==> src/rtl/cpu_defs_pkg.sv <==
// Shared definitions for the ARM-subset CPU datapath.
// Latency: n/a (package only).
// Backpressure: n/a (package only).
// Contents: datapath/flag widths, CPSR flag-field position, flag bit indices
// and the 16 ARM data-processing opcode encodings.
package cpu_defs;

    localparam int FULLW       = 32;
    localparam int FLAGSW      = 4;
    localparam int ALUAW       = 4;
    localparam int FLAGS_START = 28;

    // Bit positions inside the {N,Z,C,V} flag vector
    localparam int N_I = 3;
    localparam int Z_I = 2;
    localparam int C_I = 1;
    localparam int V_I = 0;

    localparam logic [ALUAW-1:0] OP_AND = 4'h0;
    localparam logic [ALUAW-1:0] OP_EOR = 4'h1;
    localparam logic [ALUAW-1:0] OP_SUB = 4'h2;
    localparam logic [ALUAW-1:0] OP_RSB = 4'h3;
    localparam logic [ALUAW-1:0] OP_ADD = 4'h4;
    localparam logic [ALUAW-1:0] OP_ADC = 4'h5;
    localparam logic [ALUAW-1:0] OP_SBC = 4'h6;
    localparam logic [ALUAW-1:0] OP_RSC = 4'h7;
    localparam logic [ALUAW-1:0] OP_TST = 4'h8;
    localparam logic [ALUAW-1:0] OP_TEQ = 4'h9;
    localparam logic [ALUAW-1:0] OP_CMP = 4'hA;
    localparam logic [ALUAW-1:0] OP_CMN = 4'hB;
    localparam logic [ALUAW-1:0] OP_ORR = 4'hC;
    localparam logic [ALUAW-1:0] OP_MOV = 4'hD;
    localparam logic [ALUAW-1:0] OP_BIC = 4'hE;
    localparam logic [ALUAW-1:0] OP_MVN = 4'hF;

endpackage

==> src/rtl/dff_ar.sv <==
// Generic register with asynchronous active-high clear to zero.
// Latency: 1 cycle from d to q.
// Backpressure: none; loads d on every rising edge outside reset.
// Ports: clk, reset (async, active-high), d (WIDTH), q (WIDTH).
module dff_ar #(
    parameter int WIDTH = 1
) (
    input  logic             clk,
    input  logic             reset,
    input  logic [WIDTH-1:0] d,
    output logic [WIDTH-1:0] q
);

    always_ff @(posedge clk or posedge reset) begin
        if (reset) begin
            q <= '0;
        end else begin
            q <= d;
        end
    end

endmodule

==> src/rtl/exec_flags_unit.sv <==
// Execute stage: 32-bit ARM data-processing ALU, NZCV flag register, registered result.
// Latency: alu_result/flags_next combinational; alu_out_q and cpsr update 1 cycle later.
// Backpressure: none; result register loads every cycle, flags load per flag_we bit.
// Ports: clk, reset (async active-high), alu_op, rn, shifter, shifter_carry, flag_we in;
//        alu_result, flags_next, alu_out_q, cpsr out (cpsr[31:28] = N,Z,C,V, rest zero).
module exec_flags_unit
    import cpu_defs::*;
(
    input  logic              clk,
    input  logic              reset,
    input  logic [ALUAW-1:0]  alu_op,
    input  logic [FULLW-1:0]  rn,
    input  logic [FULLW-1:0]  shifter,
    input  logic              shifter_carry,
    input  logic [FLAGSW-1:0] flag_we,
    output logic [FULLW-1:0]  alu_result,
    output logic [FLAGSW-1:0] flags_next,
    output logic [FULLW-1:0]  alu_out_q,
    output logic [FULLW-1:0]  cpsr
);

    logic [FLAGSW-1:0] flags_q;
    logic [FLAGSW-1:0] flags_d;
    logic [FULLW-1:0]  op_a;
    logic [FULLW-1:0]  op_b;
    logic              cin;
    logic              arith;
    logic [FULLW-1:0]  logic_res;
    logic [FULLW:0]    sum;

    // Every arithmetic op is a single 33-bit add: subtraction feeds the
    // inverted subtrahend, so bit 32 is directly the ARM "NOT borrow" carry.
    // Carry-in for ADC/SBC/RSC is the registered C, never flags_next.
    always_comb begin
        op_a      = '0;
        op_b      = '0;
        cin       = 1'b0;
        arith     = 1'b0;
        logic_res = '0;
        case (alu_op)
            OP_AND, OP_TST: logic_res = rn & shifter;
            OP_EOR, OP_TEQ: logic_res = rn ^ shifter;
            OP_ORR:         logic_res = rn | shifter;
            OP_MOV:         logic_res = shifter;
            OP_BIC:         logic_res = rn & ~shifter;
            OP_MVN:         logic_res = ~shifter;
            OP_SUB, OP_CMP: begin arith = 1'b1; op_a = rn;      op_b = ~shifter; cin = 1'b1;         end
            OP_RSB:         begin arith = 1'b1; op_a = shifter; op_b = ~rn;      cin = 1'b1;         end
            OP_ADD, OP_CMN: begin arith = 1'b1; op_a = rn;      op_b = shifter;  cin = 1'b0;         end
            OP_ADC:         begin arith = 1'b1; op_a = rn;      op_b = shifter;  cin = flags_q[C_I]; end
            OP_SBC:         begin arith = 1'b1; op_a = rn;      op_b = ~shifter; cin = flags_q[C_I]; end
            OP_RSC:         begin arith = 1'b1; op_a = shifter; op_b = ~rn;      cin = flags_q[C_I]; end
            default:        logic_res = '0;
        endcase
        sum = {1'b0, op_a} + {1'b0, op_b} + {{FULLW{1'b0}}, cin};
    end

    assign alu_result = arith ? sum[FULLW-1:0] : logic_res;

    // Logical ops take C from the shifter and leave V as it was.
    always_comb begin
        flags_next       = '0;
        flags_next[N_I]  = alu_result[FULLW-1];
        flags_next[Z_I]  = (alu_result == '0);
        flags_next[C_I]  = arith ? sum[FULLW] : shifter_carry;
        flags_next[V_I]  = arith ? ((op_a[FULLW-1] == op_b[FULLW-1]) &&
                                    (alu_result[FULLW-1] != op_a[FULLW-1]))
                                 : flags_q[V_I];
    end

    // Per-flag write mask: unmasked flags recirculate their current value.
    assign flags_d = (flag_we & flags_next) | (~flag_we & flags_q);

    dff_ar #(.WIDTH(FLAGSW)) u_flags_reg (
        .clk   (clk),
        .reset (reset),
        .d     (flags_d),
        .q     (flags_q)
    );

    dff_ar #(.WIDTH(FULLW)) u_result_reg (
        .clk   (clk),
        .reset (reset),
        .d     (alu_result),
        .q     (alu_out_q)
    );

    assign cpsr = {flags_q, {FLAGS_START{1'b0}}};

endmodule

==> config.mk <==
export PLATFORM = sky130hd
export DESIGN_NAME = exec_flags_unit
export DESIGN_NICKNAME = d
export VERILOG_FILES = /design/src/rtl/cpu_defs_pkg.sv /design/src/rtl/dff_ar.sv /design/src/rtl/exec_flags_unit.sv
export SDC_FILE = /design/constraint.sdc
export NUM_CORES = 1
export LEC_CHECK = 0
export CAP_MARGIN = 20
export CORE_MARGIN = 2
export CORE_UTILIZATION = 50
export DETAILED_ROUTE_END_ITERATION = 8
export PLACE_DENSITY_LB_ADDON = 0.05
export SLEW_MARGIN = 25
export SYNTH_ARGS = -nofsm -noshare
export SYNTH_HDL_FRONTEND = slang
export SYNTH_SLANG_ARGS = --single-unit
==> constraint.sdc <==
create_clock -name clk -period 8.36 [get_ports clk]
set_input_delay 0.836 -clock clk [delete_from_list [all_inputs] [get_ports clk]]
set_output_delay 0.836 -clock clk [all_outputs]
set_load 0.02 [all_outputs]
Word level (Yosys, flattened, before mapping)
Cells that the tools add are included.

Register bits after elaboration: 36. Input port bits: 75.

Add/subtract/negate cells: 2. Muxes and demuxes: 8. Reductions and logical operators: 12. Bitwise operators: 10. Equal/unequal tests: 17.

Operator list (count): $pmux 32 s6 (1); $pmux 32 s3 (1); $and 32x32->32 (2); $not 32->32 (2); $pmux 32 s2 (1); $add 32x32->33 (1); $add 33x1->33 (1); $eq 4x4->1 const B (8); $logic_not 32->1 (1); $mux 32 (1); $or 32x32->32 (1); $xor 32x32->32 (1); $eq 4x3->1 const B (4); $reduce_or 3->1 (4); $and 4x4->4 (2); $eq 4x2->1 const B (2); $reduce_or 8->1 (1); $reduce_or 2->1 (3); $reduce_or 6->1 (1); $eq 4x1->1 const B (1); $logic_not 4->1 (1); $not 4->4 (1); $or 4x4->4 (1); $mux 1 (3); other kinds (4) (4).

Logic depth before layout (Yosys ltp)
Gate-level depths: netlist of run 1.

Depth after elaboration: 11. Mapped depth: 21. Mapped depth without buffers: 18.

Modules after synthesis
From an unflattened synthesis of run 1, not the netlist that was laid out.

Cell total of the unflattened synthesis: 986. Area total of the unflattened synthesis: 6895.4 µm².

Modules (own cells, without submodules): exec_flags_unit (cells an instance 948, seq. area each 0.0 µm², instances 1, area an instance 5987.0 µm²); dff_ar (u_result_reg) (cells an instance 33, seq. area each 800.8 µm², instances 1, area an instance 804.5 µm²); dff_ar (u_flags_reg) (cells an instance 5, seq. area each 100.1 µm², instances 1, area an instance 103.8 µm²).

Worst setup path after synthesis of run 1
OpenSTA, ideal clock, no wires.

Path type: input-to-output. Start point: input alu_op[2]. End point: output flags_next[2]. Arrival: 5.777 ns. Data required time: 7.524 ns. Setup slack: 1.747 ns. Stages on the path: 21. Cells stage by stage: buf_2 -> inv_1 -> clkbuf_1 -> nand2_1 -> o22ai_1 -> nand2b_1 -> clkbuf_1 -> a22oi_1 -> fa_1 -> inv_1 -> fa_1 -> a21o_1 -> a21oi_1 -> o41ai_1 -> o21a_1 -> nor2_1 -> a2111oi_0 -> nor3b_1 -> and4_1 -> nand4_1 -> nor3_1.

Word-level cells in the longest chain between the ends: 7.

RTL lines: start, declared (RTL line exec_flags_unit.sv:11) `input logic [ALUAW-1:0] alu_op,`; $eq 4x3->1 (tied with other cells) (RTL line exec_flags_unit.sv:40) `case (alu_op)`; $reduce_or 6->1 (no source line) (tied with other cells); $pmux 32 s2 / $pmux 32 s3 (equally long branches) (RTL line exec_flags_unit.sv:40); $add 32x32->33 (RTL line exec_flags_unit.sv:55) `sum = {1'b0, op_a} + {1'b0, op_b} + {{FULLW{1'b0}}, cin};`; $add 33x1->33 (RTL line exec_flags_unit.sv:55); $mux 32 * (RTL line exec_flags_unit.sv:58) `assign alu_result = arith ? sum[FULLW-1:0] : logic_res;`; named net alu_result[24] (RTL line exec_flags_unit.sv:16) `output logic [FULLW-1:0] alu_result,`; $logic_not 32->1 * (RTL line exec_flags_unit.sv:64) `flags_next[Z_I] = (alu_result == '0);`; end, declared (RTL line exec_flags_unit.sv:17) `output logic [FLAGSW-1:0] flags_next,`.

The timed path passes the listed nets; every way through them passes the cells marked *.

Worst setup path after layout of run 1
Start point: input alu_op[3]. End point: output flags_next[2].

Word-level cells in the longest chain between the ends: 7.

RTL lines (RTL line): $eq 4x3->1 (tied with other cells) (exec_flags_unit.sv:40); $reduce_or 6->1 (no source line) (tied with other cells); $pmux 32 s2 / $pmux 32 s3 (equally long branches) (exec_flags_unit.sv:40); $add 32x32->33 (exec_flags_unit.sv:55); $add 33x1->33 (exec_flags_unit.sv:55); $mux 32 * (exec_flags_unit.sv:58); $logic_not 32->1 * (exec_flags_unit.sv:64).

Every way passes the cells marked *; elsewhere a longest branch is shown, timed or not.

==> results of run 1 <==
==> through the flow <==
| step | setup WS (ns) | hold WS, ns | instance area, µm² | util (%) |
|---|---|---|---|---|
| 2_1_floorplan | 1.75 | 0.589 | 6740 | - |
| 3_3_place_gp | 1.03 | 0.481 | 8130 | 62.1 |
| 3_5_place_dp | 0.823 | 0.487 | 8130 | 62.1 |
| 4_1_cts | 0.785 | 0.498 | 8280 | 63.3 |
| 5_1_grt | 0.330 | 0.531 | 8280 | 63.3 |
| 6_report | 0.691 | 0.495 | 8280 | 63.3 |
==> power by group through the flow <==
stage	sequential (mW)	combinational, mW	clock [mW]
floorplan	0.264	0.363	0
finish	0.218	0.704	0.186
global placement	0.220	0.686	0
detailed placement	0.221	0.689	0
CTS	0.218	0.691	0.190
global route	0.221	0.752	0.199
==> routing by layer <==
| metal | vias up | part of all wire (%) |
|---|---|---|
| li1 | 3718 | - |
| met1 | 3679 | 43 |
| met2 | 536 | 42 |
| met3 | 78 | 12 |
| met4 | 0 | 3.2 |
| met5 | - | 0 |
==> path summary, 6_finish.rpt <==
path,end,slack (ns),cells past startpoint
setup / recovery,flags_next[2],0.69,21
hold / removal,register,0.50,2
setup reg to reg,register,3.93,16
hold reg to reg,register,0.50,2
max in group asynchronous,u_result_reg.q[30],7.10,3
min in group asynchronous,u_result_reg.q[6],0.96,3
==> layout by cell type (no fill, tap or decap), types with 11 or more instances in the layout <==
cell	synthesis	final
a211oi_1	16	16
a21oi_1	74	74
buf_4	32	25
clkdlybuf4s50_1	0	145
conb_1	1	28
dfrtp_1	36	36
ha_1	63	63
inv_1	79	79
nand2_1	145	145
nand3_1	22	22
nand4_1	11	11
nor2_1	53	51
nor2b_1	15	15
nor3_1	13	12
o21ai_0	96	96
o221ai_1	35	35
xor2_1	11	11
==> critical path: cells and delay by family <==
kind                     cells  cell delay, ns
AO/OA/AOI/OAI                7            1.80
AND/OR/NAND/NOR              7            1.40
adder cells (fa/ha/maj)      2            0.72
buffers and inverters        5            2.06
==> synth_stat cells, types with 7 or more instances <==
| cell | instances |
|---|---|
| a211oi_1 | 16 |
| a21oi_1 | 74 |
| a22oi_1 | 10 |
| and3_1 | 9 |
| buf_1 | 9 |
| buf_4 | 32 |
| clkbuf_1 | 45 |
| dfrtp_1 | 36 |
| ha_1 | 63 |
| inv_1 | 79 |
| mux2i_1 | 7 |
| nand2_1 | 145 |
| nand2b_1 | 8 |
| nand3_1 | 22 |
| nand4_1 | 11 |
| nor2_1 | 53 |
| nor2b_1 | 15 |
| nor3_1 | 13 |
| nor4_1 | 9 |
| o211ai_1 | 10 |
| o21ai_0 | 96 |
| o221ai_1 | 35 |
| xnor2_1 | 9 |
| xor2_1 | 11 |
==> kinds of logic (layout without fill, tap and decap cells) <==
group / Yosys count / after routing
muxes: 11 / 11
other: 1 / 28
AOI/OAI and AO/OA: 334 / 334
buffers and inverters: 174 / 259
and+or+nand+nor: 325 / 325
adders and majority gates: 65 / 65
DFF: 36 / 36
xor gates and xnor gates: 20 / 20
==> cell type report <==
type                       instances  share of cell area, %
tap                              176                   2.66
timing repair buffer             171                   19.8
multi-input combinational        783                   61.1
clock buffer                       7                   1.84
inverter                          81                   3.67
sequential                        36                   10.9
==> impl_metrics.csv, run 1 <==
group,metric,value,unit
yosys,yosys.area_share.adder,12.5,%
yosys,synth_cell_type_count,81,
clock_network,cts_root_buffer,"clkbuf_16",
clock_network,path_clk_slew,0.05,ns
yosys,ys.flop_type,"dfrtp_1",
outcome,outcome,"complete, no violations",
global_route,gr-usage-met1,51.1,%
yosys,ys.warnings.count,0,
clock_network,htreeDepth,2,
die,dieWidth,119,µm
yosys,netlist_instances,966,
yosys,synth_xor_area_share,2.64,%
sta,tns,0,ns
clock_network,cts.path.max_buffers,2,
sta,fin_worst_skew,0.00318,ns
detailed_routing,vias,8011,
pwr,swShare,44.3,%
yosys,synth_area_leaders,"dfrtp_1 (14%), ha_1 (12%), nand2_1 (8.2%)",
critical_path,critical-path-slowest-cell,"clkdlybuf4s50_1",
sta,worst_pin_slew,0.919,ns
die,die_area,0.0142,mm²
die,die_h,119,µm
sta,rsz0062_at_grt,"false",
final_layout,fill_cells,1211,
yosys,synth.avg_cell_area,6.87,µm²
global_route,grt_usage,34.9,%
final_layout,seq_area,901,µm²
sta,min_period,7.67,ns
clock_network,cts_setup_buffers,0,
pwr,power.density,134,mW/mm²
yosys,synth.cell_area,0.00663,mm²
clock_network,cts_buffers,5,
clock_network,ctsResizeCount,0,
final_layout,area_delta_synth_final,24.9,%
critical_path,crit_required,7.52,ns
run,cap_viol_max_count,0,
global_route,grt_pass1_wl,39300,µm
critical_path,critPathMaxFanout,20,
yosys,synth_top_family_by_area,"compound AO/OA/AOI/OAI gates",
yosys,synth-compound-area-share,33.9,%
detailed_routing,drc,0,
yosys,synth-simple-area-share,23.8,%
yosys,async_reset_ff_share,100,%
pwr,ir_drop,0.0796,mV
sta,setup_viol_count_final,0,
critical_path,start_kind,"input pin",
pwr,p_sw,491,µW
die,rows,42,
yosys,yosysTopAreaCellShare,13.6,%
placement,place.gp.congestion,1.01,
die,io-pin-count,175,
detailed_routing,drtPass1Iterations,5,
sta,slew_headroom,38.6,%
detailed_routing,wl,25200,µm
detailed_routing,detail_route.wl_per_cell,20.1,µm
final_layout,n_antenna_cell,0,
pwr,power_frac_seq,19.6,%
global_route,use_met3,4.79,%
global_route,grt_util_met2,51.7,%
sta,hold_viol,0,
pwr,p_int,617,µW
yosys,synth_edf_count,0,
clock_network,cts.hold.buffers_added,0,
critical_path,startpoint,"alu_op[3]",
global_route,grt_busiest_layer,"met2",
min_path,min_path_type,"register to register",
placement,io_buffers,146,
sta,max_freq,130,MHz
detailed_routing,ant_nets,0,
critical_path,worstPathArrival,6.83,ns
yosys,synth_top_area_cell,"dfrtp_1",
critical_path,critPathMaxStageDelay,0.85,ns
final_layout,multiInputGateArea,0.00506,mm²
yosys,seq_area_frac_synth,13.6,%
global_route,grt_pass1_vias,6969,
die,start_util,50.7,%
pwr,p_leak,3.57,nW
global_route,overflow,0,
yosys,ys_ff_latch,36,
global_route,antenna_found_initial,0,
placement,dp_cells,1247,
clock_network,cts.sinks,36,
clock_network,insertion_delay,0.27,ns
critical_path,cp-end-kind,"output port",
sta,fin_crit_sh,91.7,%
pwr,p_total,1.11,mW
final_layout,nets,1218,
critical_path,critPathKind,"input pin to output port",
global_route,grt_max_degree,48,
clock_network,cts_tree,"done",
final_layout,drive_gt1_share,5.38,%
pwr,clkPwrFrac,16.8,%
sta,final_max_slew_viol_count,0,
critical_path,path_cells,"clkdlybuf4s50_1 > nand2_1 > nand3_1 > buf_4 > nand2b_1 > buf_4 > a22oi_1 > fa_1 > inv_1 > fa_1 > a21o_1 > a221oi_4 > o21bai_1 > a21o_1 > a311oi_1 > o2111ai_1 > nor4_1 > and4_1 > nand4_1 > nor3_1 > clkdlybuf4s50_1",
die,coreArea,0.0131,mm²
final_layout,stdcell_count,1254,
detailed_routing,drt_iter0_markers,919,
yosys,yosys-mux-area-fraction,1.74,%
pwr,p_comb_share,63.6,%
placement,hpwl,18700,µm
detailed_routing,vias_per_cell,6.39,
No activity file was read; power rests on OpenSTA's default activity.
==> run 2, diff against run 1 <==
- REMOVE_ABC_BUFFERS: not set -> 1
==> impl_metrics.csv, run 2 (synthesis results as in run 1) <==
group,metric,value,unit
critical_path,critPathKind,"input pin to output port",
critical_path,cp_top_family,"compound AO/OA/AOI/OAI gates",
die,die_h,119,µm
final_layout,area_delta_synth_final,24.4,%
sta,max_freq,130,MHz
placement,hpwl,18600,µm
die,coreArea,0.0131,mm²
clock_network,insertion_delay,0.30,ns
critical_path,cp-end-kind,"output port",
critical_path,path_depth,19,
pwr,power.density,134,mW/mm²
final_layout,nets,1216,
clock_network,cts.sinks,36,
global_route,overflow,0,
critical_path,crit_required,7.52,ns
global_route,grt_max_degree,45,
sta,holdWs,0.511,ns
clock_network,cts_tree,"done",
clock_network,path_clk_slew,0.06,ns
critical_path,cp-endpoint,"flags_next[2]",
global_route,grt_pass1_vias,6763,
clock_network,htreeDepth,2,
global_route,grt_usage,34.8,%
clock_network,cts.hold.buffers_added,0,
min_path,min_path_type,"register to register",
sta,worst_pin_slew,0.881,ns
critical_path,path_cells,"clkdlybuf4s50_1 > nand2b_1 > o22ai_2 > buf_4 > a21oi_1 > fa_1 > inv_1 > fa_1 > a21o_1 > a21oi_1 > o41ai_1 > o21a_1 > nor2_1 > a2111oi_0 > nor3b_1 > and4_1 > nand4_1 > nor3_1 > clkdlybuf4s50_1",
placement,place.gp.congestion,1.13,
detailed_routing,detail_route.wl_per_cell,20.4,µm
sta,min_period,7.68,ns
critical_path,critPathMaxFanout,32,
detailed_routing,drc,0,
detailed_routing,wl,25600,µm
pwr,ir_drop,0.0943,mV
clock_network,cts_setup_buffers,0,
sta,rsz0062_at_grt,"false",
detailed_routing,vias,7898,
die,io-pin-count,175,
critical_path,startpoint,"alu_op[2]",
critical_path,cp_num_buf_inv,4,
sta,hold_viol,0,
sta,slew_headroom,39.7,%
die,start_util,50.7,%
detailed_routing,drtPass1Iterations,6,
sta,fin_worst_skew,0.00904,ns
outcome,outcome,"complete, no violations",
detailed_routing,ant_nets,0,
clock_network,cts_root_buffer,"clkbuf_16",
critical_path,worstPathArrival,6.85,ns
pwr,p_leak,3.55,nW
detailed_routing,vias_per_cell,6.31,
critical_path,critPathMaxStageDelay,0.97,ns
sta,tns,0,ns
sta,final_max_slew_viol_count,0,
die,rows,42,
sta,fin_crit_sh,91.9,%
critical_path,r2r_slack,4.14,ns
critical_path,start_kind,"input pin",
final_layout,drive_gt1_share,5.02,%
critical_path,reg2regPathDepth,16,
global_route,grt_pass1_wl,38900,µm
die,die_area,0.0142,mm²
final_layout,final_cell_mix,"nand2_1 (145), clkdlybuf4s50_1 (145), o21ai_0 (96)",
clock_network,cts_buffers,5,
final_layout,n_antenna_cell,0,
clock_network,ctsResizeCount,0,
clock_network,cts.path.max_buffers,2,
critical_path,critical-path-slowest-cell,"clkdlybuf4s50_1",
sta,setup_viol_count_final,0,
detailed_routing,drt_iter0_markers,1000,
global_route,antenna_found_initial,0,
placement,io_buffers,146,
run,cap_viol_max_count,0,
die,dieWidth,119,µm
-- run 2: changes by cell type in the layout (fill, tap and decap cells not counted) --
| cell | delta |
|---|---|
| buf_4 | -2 |
| clkbuf_1 | +1 |
| clkbuf_8 | -2 |
| clkinv_1 | +1 |
| clkinv_2 | +1 |
| inv_1 | -1 |
| nor2_1 | +1 |
| nor2_2 | -1 |
| nor3_2 | -1 |
| nor3_4 | +1 |
-- run 2: layout make-up --
class                      count  area (µm²)
multi-input combinational    783        5070
fill                        1215        4830
timing repair buffer         169        1630
sequential                    36         901
inverter                      81         304
tap                          176         220
clock buffer                   6         129
clock inverter                 1        5.00
-- run 2: where the power goes --
group          switching, mW  internal, mW
registers             0.0106         0.207
logic                  0.417         0.281
clock network         0.0847         0.109
-- run 2: worst register-to-register path, stage by stage (launching register included) --
cell and delay (ns):
dfrtp_1 0.42, nor2_1 0.10, o22ai_1 0.08, a21oi_1 0.21, fa_1 0.25, inv_1 0.07, fa_1 0.45, a21o_1 0.23
a21oi_1 0.28, o41ai_1 0.16, or2_2 0.34, a21oi_1 0.18, xor2_1 0.21, a22oi_1 0.16, nor4_1 0.59, nand2_1 0.17
o41ai_2 0.23
-- run 2: stage by stage --
stage,cells,instance area [µm²],setup slack [ns],util [%],power (mW)
global route,1252,8250,0.373,63.1,1.17
detailed placement,1245,8120,0.837,62.1,0.905
finish,1252,8250,0.679,63.1,1.11
floorplan,900,6250,0.718,-,0.597
CTS,1252,8250,0.818,63.1,1.10
global placement,1245,8120,0.945,62.1,0.906
-- run 2: worst min path at each step --
stage / startpoint / to / slack, ns / cells past startpoint
floorplan: register / register / 0.59 / 2
global placement: register / register / 0.48 / 2
detailed placement: register / register / 0.48 / 2
CTS: register / register / 0.51 / 2
global route: register / register / 0.52 / 2
finish: register / register / 0.51 / 2
-- run 2: metal layers --
layer | wire, µm | vias up | share of wire (%) | global-route usage [%]
met1 | 11100 | 3640 | 43 | 50.5
met2 | 11000 | 493 | 43 | 52.4
met4 | 571 | 0 | 2.2 | 9.23
met3 | 2980 | 51 | 12 | 6.99
li1 | - | 3714 | - | -
met5 | 0 | - | 0 | 0
==> run 3, diff against run 2 <==
- CELL_PAD_IN_SITES_DETAIL_PLACEMENT: not set -> 1
- CELL_PAD_IN_SITES_GLOBAL_PLACEMENT: not set -> 1
- CORE_UTILIZATION: 50 -> 38
- RECOVER_POWER: not set -> 50
==> impl_metrics.csv, run 3 (synthesis results as in run 1) <==
group,metric,value,unit
outcome,outcome,"finished with violations",
outcome,violations,"capacitance limit, slew limit",
clock_network,htreeDepth,2,
placement,place.gp.congestion,0.920,
clock_network,ctsResizeCount,0,
detailed_routing,drc,0,
global_route,grt_pass1_vias,7659,
clock_network,cts_buffers,5,
pwr,ir_drop,0.0777,mV
pwr,p_comb_share,62.2,%
die,dieWidth,136,µm
pwr,p_leak,3.57,nW
critical_path,cp-end-kind,"output port",
detailed_routing,wl,28900,µm
run,cap_viol_max_count,1,
critical_path,crit_required,7.52,ns
sta,final_max_slew_viol_count,37,
detailed_routing,detail_route.wl_per_cell,22.3,µm
clock_network,cts.sinks,36,
pwr,power_frac_seq,19.4,%
die,rows,48,
die,io-pin-count,175,
pwr,power.density,135,mW/mm²
placement,hpwl,21200,µm
clock_network,path_clk_slew,0.06,ns
detailed_routing,vias_per_cell,6.06,
global_route,grt_pass1_wl,44200,µm
placement,dp_cells,1291,
sta,worst_pin_slew,2.03,ns
sta,setup_viol_count_final,0,
critical_path,start_kind,"input pin",
pwr,p_int,585,µW
placement,io_buffers,146,
critical_path,cp_num_buf_inv,4,
sta,tns,0,ns
clock_network,cts.path.max_buffers,2,
pwr,swShare,47.6,%
die,die_area,0.0185,mm²
pwr,p_sw,532,µW
sta,fin_worst_skew,0.0172,ns
pwr,clkPwrFrac,18.4,%
clock_network,insertion_delay,0.31,ns
detailed_routing,drt_iter0_markers,560,
critical_path,cp_top_family,"simple AND/OR/NAND/NOR gates",
global_route,grt_max_degree,64,
clock_network,cts_setup_buffers,0,
final_layout,stdcell_count,1298,
detailed_routing,ant_nets,0,
clock_network,cts_root_buffer,"clkbuf_16",
critical_path,path_cells,"clkdlybuf4s50_1 > nand2b_1 > o22ai_2 > nand2b_1 > buf_4 > a22oi_1 > fa_1 > inv_1 > fa_1 > a21o_1 > a21oi_1 > o41ai_1 > or2_2 > a21oi_1 > xor2_1 > a22oi_1 > nor4_1 > nand2_1 > nor3_1 > clkdlybuf4s50_1",
clock_network,cts_tree,"done",
final_layout,final_cell_mix,"nand2_1 (145), clkdlybuf4s50_1 (108), o21ai_0 (96)",
final_layout,fill_cells,2229,
global_route,antenna_found_initial,0,
placement,dpl_worst_slack,0.700,ns
global_route,grt_usage,31.1,%
final_layout,nets,1213,
global_route,overflow,0,
sta,rsz0062_at_grt,"false",
final_layout,drive_gt1_share,4.94,%
critical_path,critPathKind,"input pin to output port",
detailed_routing,drtPass1Iterations,5,
critical_path,worstPathArrival,6.76,ns
sta,slew_headroom,-35.8,%
critical_path,critPathMaxFanout,15,
pwr,p_total,1.12,mW
min_path,min_path_type,"register to register",
sta,hold_viol,0,
die,coreArea,0.0172,mm²
final_layout,layout_commonest_cell,"nand2_1",
final_layout,area_delta_synth_final,25.0,%
critical_path,critical-path-slowest-cell,"clkdlybuf4s50_1",
die,die_h,136,µm
critical_path,critPathMaxStageDelay,0.80,ns
sta,fin_ws,0.768,ns
sta,max_freq,132,MHz
final_layout,n_antenna_cell,0,
die,start_util,38.6,%
sta,min_period,7.59,ns
detailed_routing,vias,7870,
clock_network,cts.hold.buffers_added,0,
sta,fin_crit_sh,90.8,%
-- run 3: power by group through the flow --
stage	sequential (mW)	clock, mW	combinational (mW)
6_report	0.217	0.205	0.695
5_1_grt	0.219	0.214	0.748
4_1_cts	0.219	0.210	0.703
3_5_place_dp	0.222	0	0.698
3_3_place_gp	0.221	0	0.696
2_1_floorplan	0.264	0	0.333
-- run 3: path summary, 6_finish.rpt --
kind / from / to / slack, ns / cells past startpoint
setup / recovery: alu_op[3] / flags_next[2] / 0.77 / 20
hold / removal: register / register / 0.52 / 2
setup reg to reg: register / register / 3.88 / 16
hold reg to reg: register / register / 0.52 / 2
max in group asynchronous: reset / u_result_reg.q[7] / 5.93 / 2
min in group asynchronous: reset / u_result_reg.q[5] / 1.50 / 2
-- run 3: area by class of cell --
type	instances	area, µm²	area share [%]
timing repair buffer	166	1610	19.4
sequential	36	901	10.9
clock inverter	1	5.00	0.0604
inverter	81	305	3.68
multi-input combinational	783	5060	61.1
clock buffer	6	129	1.55
tap	225	282	3.39
-- run 3: routing by layer --
layer / global-route usage (%) / up-vias / wire, µm
met5: 0 / - / 0
met4: 13.5 / 0 / 1200
met3: 6.56 / 66 / 1900
met2: 47.2 / 311 / 12500
met1: 42.4 / 3784 / 13300
li1: - / 3709 / -
-- run 3: worst reg2reg max path, delay by kind of cell (launching register included) --
kind | cells | cell delay [ns]
adder cells (fa/ha/maj) | 2 | 0.73
flip-flops | 1 | 0.42
XOR/XNOR | 1 | 0.21
AND/OR/NAND/NOR | 4 | 1.28
buffers and inverters | 1 | 0.07
AO/OA/AOI/OAI | 8 | 1.64
-- run 3: metrics by stage --
step,hold WS (ns),util [%],instance area [µm²]
floorplan,0.589,-,6250
global placement,0.509,47.5,8160
detailed placement,0.519,47.5,8160
CTS,0.534,48.3,8290
global route,0.557,48.3,8290
finish,0.522,48.3,8290
